### src/rtl/cam_pkg.sv
// Shared types for the camera pixel capture block: capture FSM states, coordinate widths
// and the RGB565 pixel word.
package cam_pkg;

  localparam int unsigned X_W = 10;
  localparam int unsigned Y_W = 9;

  typedef logic [15:0] rgb565_t;

  typedef enum logic [2:0] {
    StWaitCfg,
    StWaitVs,
    StSkip,
    StArm,
    StActive
  } cap_state_e;

endpackage

### src/rtl/cam_sync_edge.sv
// Two-flop synchroniser for a slow level signal, with single-cycle rise and fall pulses
// derived from the synchronised copy.
module cam_sync_edge (
  input  logic clk,
  input  logic rst,
  input  logic d_i,
  output logic rise_o,
  output logic fall_o
);

  logic [1:0] sync_q;
  logic       prev_q;

  always_ff @(posedge clk or negedge rst) begin
    if (!rst) begin
      sync_q <= 2'b00;
      prev_q <= 1'b0;
    end else begin
      sync_q <= {sync_q[0], d_i};
      prev_q <= sync_q[1];
    end
  end

  assign rise_o = sync_q[1] & ~prev_q;
  assign fall_o = ~sync_q[1] & prev_q;

endmodule

### src/rtl/cam_pixel_capture.sv
// Camera parallel-bus capture: frame alignment, settling-frame skip, RGB565 byte packing.
// Define CAP_DOWNSCALE_EN to emit a 2x2-decimated image with halved coordinates.
module cam_pixel_capture
  import cam_pkg::*;
#(
  parameter int unsigned H_ACTIVE    = 640,
  parameter int unsigned V_ACTIVE    = 480,
  parameter int unsigned SKIP_FRAMES = 2
) (
  input  logic           clk,
  input  logic           rst,
  input  logic           cfg_done_i,
  input  logic           vsync_i,
  input  logic           href_i,
  input  logic [7:0]     d_i,
  output logic           pix_valid_o,
  output rgb565_t        pix_data_o,
  output logic [X_W-1:0] pix_x_o,
  output logic [Y_W-1:0] pix_y_o,
  output logic           frame_start_o,
  output logic           frame_done_o,
  output logic           line_err_o
);

  localparam int unsigned SkipW = (SKIP_FRAMES > 0) ? $clog2(SKIP_FRAMES + 1) : 1;
  localparam logic [SkipW-1:0] SkipInit = SkipW'(SKIP_FRAMES);
  localparam logic [X_W-1:0]   XLim     = X_W'(H_ACTIVE);
  localparam logic [Y_W-1:0]   YLim     = Y_W'(V_ACTIVE);

  logic cfg_rise, cfg_fall;

  cam_sync_edge u_cfg_sync (
    .clk    (clk),
    .rst    (rst),
    .d_i    (cfg_done_i),
    .rise_o (cfg_rise),
    .fall_o (cfg_fall)
  );

  logic vs_q, vs_p_q, href_q, href_p_q;
  logic [7:0] d_q;

  always_ff @(posedge clk or negedge rst) begin
    if (!rst) begin
      vs_q     <= 1'b0;
      vs_p_q   <= 1'b0;
      href_q   <= 1'b0;
      href_p_q <= 1'b0;
      d_q      <= 8'h00;
    end else begin
      vs_q     <= vsync_i;
      vs_p_q   <= vs_q;
      href_q   <= href_i;
      href_p_q <= href_q;
      d_q      <= d_i;
    end
  end

  logic vs_rise, vs_fall, href_fall;
  assign vs_rise   = vs_q & ~vs_p_q;
  assign vs_fall   = ~vs_q & vs_p_q;
  assign href_fall = ~href_q & href_p_q;

  cap_state_e       state_q, state_d;
  logic [SkipW-1:0] skip_q, skip_d;
  logic             phase_q, phase_d;
  logic [7:0]       hi_q, hi_d;
  logic [X_W-1:0]   x_q, x_d, pix_x_q, pix_x_d;
  logic [Y_W-1:0]   y_q, y_d, pix_y_q, pix_y_d;
  rgb565_t          pix_data_q, pix_data_d;
  logic             pix_valid_q, pix_valid_d, fs_q, fs_d, fd_q, fd_d, err_q, err_d;

  // Decimation only gates emission; range checks always see full-resolution x/y.
  logic           keep;
  logic [X_W-1:0] out_x;
  logic [Y_W-1:0] out_y;
`ifdef CAP_DOWNSCALE_EN
  assign keep  = ~x_q[0] & ~y_q[0];
  assign out_x = x_q >> 1;
  assign out_y = y_q >> 1;
`else
  assign keep  = 1'b1;
  assign out_x = x_q;
  assign out_y = y_q;
`endif

  logic in_range;
  assign in_range = (x_q < XLim) && (y_q < YLim);

  always_comb begin
    state_d     = state_q;
    skip_d      = skip_q;
    phase_d     = phase_q;
    hi_d        = hi_q;
    x_d         = x_q;
    y_d         = y_q;
    pix_valid_d = 1'b0;
    pix_data_d  = pix_data_q;
    pix_x_d     = pix_x_q;
    pix_y_d     = pix_y_q;
    fs_d        = 1'b0;
    fd_d        = 1'b0;
    err_d       = err_q;

    unique case (state_q)
      StWaitCfg: begin
        skip_d = SkipInit;
        if (cfg_rise) state_d = StWaitVs;
      end
      StWaitVs: begin
        if (vs_rise) state_d = (skip_q != '0) ? StSkip : StArm;
      end
      StSkip: begin
        if (vs_rise) begin
          skip_d = skip_q - 1'b1;
          if (skip_q == SkipW'(1)) state_d = StArm;
        end
      end
      StArm: begin
        phase_d = 1'b0;
        if (vs_fall) begin
          fs_d    = 1'b1;
          x_d     = '0;
          y_d     = '0;
          state_d = StActive;
        end
      end
      StActive: begin
        if (vs_rise) begin
          fd_d    = 1'b1;
          phase_d = 1'b0;
          state_d = StArm;
        end else if (href_fall) begin
          x_d     = '0;
          phase_d = 1'b0;
          if (y_q != YLim) y_d = y_q + 1'b1;
          if (phase_q) err_d = 1'b1;
        end else if (href_q) begin
          if (!phase_q) begin
            hi_d    = d_q;
            phase_d = 1'b1;
          end else begin
            phase_d = 1'b0;
            if (in_range) begin
              pix_valid_d = keep;
              pix_data_d  = {hi_q, d_q};
              pix_x_d     = out_x;
              pix_y_d     = out_y;
            end else begin
              err_d = 1'b1;
            end
            if (x_q != XLim) x_d = x_q + 1'b1;
          end
        end
      end
      default: state_d = StWaitCfg;
    endcase

    if (cfg_fall) begin
      state_d = StWaitCfg;
      skip_d  = SkipInit;
      fs_d    = 1'b0;
      fd_d    = 1'b0;
    end
  end

  always_ff @(posedge clk or negedge rst) begin
    if (!rst) begin
      state_q     <= StWaitCfg;
      skip_q      <= SkipInit;
      phase_q     <= 1'b0;
      hi_q        <= 8'h00;
      x_q         <= '0;
      y_q         <= '0;
      pix_valid_q <= 1'b0;
      pix_data_q  <= '0;
      pix_x_q     <= '0;
      pix_y_q     <= '0;
      fs_q        <= 1'b0;
      fd_q        <= 1'b0;
      err_q       <= 1'b0;
    end else begin
      state_q     <= state_d;
      skip_q      <= skip_d;
      phase_q     <= phase_d;
      hi_q        <= hi_d;
      x_q         <= x_d;
      y_q         <= y_d;
      pix_valid_q <= pix_valid_d;
      pix_data_q  <= pix_data_d;
      pix_x_q     <= pix_x_d;
      pix_y_q     <= pix_y_d;
      fs_q        <= fs_d;
      fd_q        <= fd_d;
      err_q       <= err_d;
    end
  end

  assign pix_valid_o   = pix_valid_q;
  assign pix_data_o    = pix_data_q;
  assign pix_x_o       = pix_x_q;
  assign pix_y_o       = pix_y_q;
  assign frame_start_o = fs_q;
  assign frame_done_o  = fd_q;
  assign line_err_o    = err_q;

endmodule

### config.mk
export PLATFORM = sky130hd
export DESIGN_NAME = cam_pixel_capture
export DESIGN_NICKNAME = d
export VERILOG_FILES = /design/src/rtl/cam_pkg.sv /design/src/rtl/cam_sync_edge.sv /design/src/rtl/cam_pixel_capture.sv
export SDC_FILE = /design/constraint.sdc
export NUM_CORES = 1
export LEC_CHECK = 0
export BUFFER_PORTS_ARGS = -buffer_cell sky130_fd_sc_hd__buf_2
export CELL_PAD_IN_SITES_DETAIL_PLACEMENT = 1
export CELL_PAD_IN_SITES_GLOBAL_PLACEMENT = 1
export CORE_MARGIN = 1.5
export CORE_UTILIZATION = 25
export CTS_BUF_LIST = sky130_fd_sc_hd__clkbuf_8 sky130_fd_sc_hd__clkbuf_16
export DETAILED_ROUTE_END_ITERATION = 10
export GPL_ROUTABILITY_DRIVEN = 0
export PLACE_DENSITY = 0.51
export SLEW_MARGIN = 5
export SYNTH_ARGS = -nofsm -noshare
export SYNTH_HDL_FRONTEND = slang
export SYNTH_HIERARCHICAL = 1
export SYNTH_SLANG_ARGS = --single-unit
### constraint.sdc
create_clock -name clk -period 2 [get_ports clk]
set_clock_uncertainty 0.1 [all_clocks]
set_input_delay 0.3 -clock clk [delete_from_list [all_inputs] [get_ports clk]]
set_output_delay 0.3 -clock clk [all_outputs]
set_load 0.01 [all_outputs]
==> results.md <==
- Post-route clock period utilization: 102%
- Synth top cells by count: 86 x dfrtp_1, 43 x mux2_2, 27 x o21ai_0, 19 x nor2_1, 17 x nand2_1
- CTS tree: done
- Post-synth EDFFs: 0
- Core area: 14500 sq um
- Sw frac: 26.6%
- All-Layer GR Usage: 12.2%
- Status: complete, but fails checks
- Area share of the largest cell type after synthesis: 58.2%
- I/O pin count: 52
- Sink Count: 87
- Routed len/inst: 15.5 um
- Clk pwr share: 39.4%
- DRT iter0 DRCs: 90
- Worst r2r src: state_q[0]
- Share of cells above drive strength 1: 41.2%
- Lkg Pwr: 2.53 nW
- Total negative setup slack: -0.304 ns
- Asr flop ratio synth: 100%
- Pre-CTS setup slack: -0.0510 ns
- Peak VDD IR: 461 uV
- Worst path depth: 6
- Via/cell ratio: 4.59
- Main flop type after synthesis: dfrtp_1
- Simple-gate share of the synthesized area: 13.2%
- Starting density of the core: 25.5%
- Final Power: 0.00439 W
- Unrepaired setup endpoints after global routing: true
- Pwr Density: 848 nW/um^2
- Tmin final: 2.03 ns
- CP most frequent cell: buf_6
- Most numerous cell in the Yosys netlist: dfrtp_1
- H-Tree Depth: 3
- Post-synth cell types: 47
- Largest family of logic cells by synthesized area: simple AND/OR/NAND/NOR gates
- Diodes inserted: 0
- Worst setup path startpoint: state_q[0]
- Most area-hungry cell type in the Yosys netlist: dfrtp_1
- Flop pwr share: 45.3%
- Global route overflow: 0
- Initial antenna violation count: 0
- Syn Std Cell Area: 3690 sq um
- Die Area: 15500 sq um
- Xor/xnor share of the synthesized area: 0%
- R2R depth: 6
- Failing checks: negative setup slack
- Worst Setup Start Kind: register
- Crit. End Element: register
- Worst EP arrival: 2.16 ns
- Max-slew headroom: 69.4%
- Switch Pwr: 0.00117 W
- Largest delay share family, worst path: simple AND/OR/NAND/NOR gates
- # DRC: 0
- CTS clk-pin slew, worst paths: 0.06 ns
- Die Wd: 125 um
- Fillers: 1577
- TritonRoute pass-1 iters: 4
- Antenna-violating nets left: 0
- CTS buffer count: 9
- Max Freq: 493 MHz
- CTS root buffer: clkbuf_16
- Bufs on Longest Clock Path: 2
- Slew Limit Fails: 0
- DP HPWL: 6090 um
- Fin area: 5170 sq um
- Largest net degree at the start of global routing: 54
- CP Buf/Inv Count: 3
- WS Path Type: reg2reg
- Post-layout util: 35.7%
- Mux contribution to synthesized area: 13.1%
- Synth Instances: 305
- Combinational Power Share: 15.3%
- Synth Area in Compound Gates: 9.96%
- Max-Cap Viols: 0
- Placement-stage cell area: 4430 sq um
- Final WL: 9340 um
- # setup viols final: 19
- CP max-delay cell: or3b_4
- Top cells by area, synth: dfrtp_1 58%, mux2_2 13%, o21ai_0 3.7%
- Port bufs: 51
- Reg-to-reg endpoint: pix_x_o[5]
- Worst-Margin Slew: 0.456 ns
- First-pass GRT wire length: 15000 um
- Flops & latches, synth: 87
- Vias in the first global route: 2956
- Register area share after synthesis: 59.0%
- Adder-Cell Fraction of Synth Area: 2.03%
- Std cell rows: 44
- Worst Setup EP: pix_x_o[5]
- Post-Syn Nets: 324
- CP max stage delay: 0.45 ns
- Syn Area/Cell: 12.1 sq um
- Worst skew pair latency: 0.35 ns
- Die height: 125 um
- CP Max Fanout: 6
- # nets final: 434
- Yosys warns: 6
- Final Hold Viols: 0
- Area growth from synthesis to layout: 40.1%
- CP cell instances: or3b_4, buf_6, nor3_4, buf_6, clkbuf_16, mux2_4
- Worst Hold Class: reg2reg
- Via count: 2774
- WP data required: 2.13 ns
- R2r setup slk: -0.03 ns
- Worst setup margin: -0.0300 ns
- Internal cell power: 0.00322 W
==> power by group through the flow <==
stage	combinational [W]	clock (W)	sequential [W]
after global placement	0.000591	0	0.00201
after CTS	0.000643	0.00180	0.00198
after floorplan	0.000372	0	0.00199
after global routing	0.000756	0.00187	0.00201
after detailed placement	0.000607	0	0.00202
final	0.000672	0.00173	0.00199
==> placed cells by master, fill, tap and decap left out, types with 7 or more instances in the layout <==
cell type	Yosys	layout
dfrtp_1	86	86
inv_1	10	11
o21ai_0	27	21
clkbuf_16	0	11
mux2_4	0	35
nand2_1	17	17
a21oi_1	7	7
mux2_2	43	8
buf_6	1	7
nand3_1	12	12
buf_4	3	34
dlygate4sd3_1	0	12
nand2b_1	8	8
buf_2	3	50
nor2_1	19	19
==> worst min-delay path by stage <==
stage                         start                    to  slack, ns  cells past startpoint
2_1_floorplan                   rst                d_q[0]       -0.1                      0
3_3_place_gp                    rst         pix_data_o[2]       0.08                      1
3_5_place_dp                    rst                d_q[2]       0.08                      1
4_1_cts                         rst                d_q[2]       0.25                      2
5_1_grt        u_cfg_sync/sync_q[0]  u_cfg_sync/sync_q[1]       0.28                      0
6_report       u_cfg_sync/sync_q[0]  u_cfg_sync/sync_q[1]       0.26                      0
==> worst register-to-register path, cell delays in order (launching register included) <==
cell and delay [ns]:
dfrtp_1 0.41, or3b_4 0.45, buf_6 0.15, nor3_4 0.16
buf_6 0.18, clkbuf_16 0.17, mux2_4 0.30
==> flip-flops by register name, summed over array words and instances (netlist names), 2 cells and up <==
signal,flops
out_x,10
out_y,9
pix_x_o,10
d_q,8
state_q,3
hi_q,8
u_cfg_sync/sync_q,2
pix_y_o,9
pix_data_o,16
skip_q,2
==> repair_timing <==
action	in CTS	in global routing
setup buffers	2	3
setup endpoints to repair	37	46
hold endpoints to repair	26	0
hold buffers	12	0
gates resized for setup	7	54
pin swaps	1	1
gates cloned	1	3
==> area by class of cell <==
type,instances,area (sq um),share of cell area [%]
clock buffers,9,225,4.35
clock inverters,7,80.1,1.55
inverters,10,37.5,0.725
multi-input cells,197,1580,30.6
flip-flops and latches,87,2180,42.1
well taps,184,230,4.45
repair buffers,110,840,16.2
==> routing by layer <==
metal,track usage (%),up-vias,share of wire (%),wire length [um]
li1,-,1313,-,-
met4,4.26,0,1.4,135
met1,15.4,1398,47,4370
met5,0,-,0,0
met3,3.87,11,4.0,373
met2,19.7,52,48,4460
==> kinds of logic after synthesis <==
logic type / count (synthesis)
flops: 87
buf+inv: 21
simple gates: 90
compound gates: 58
mux: 43
fa+ha+maj: 6
==> stage by stage <==
step	hold WS [ns]	cells
3_5_place_dp	0.0811	567
3_3_place_gp	0.0780	567
6_report	0.259	604
4_1_cts	0.249	598
2_1_floorplan	-0.0956	305
5_1_grt	0.276	604
No activity file was read; power rests on OpenSTA's default activity.
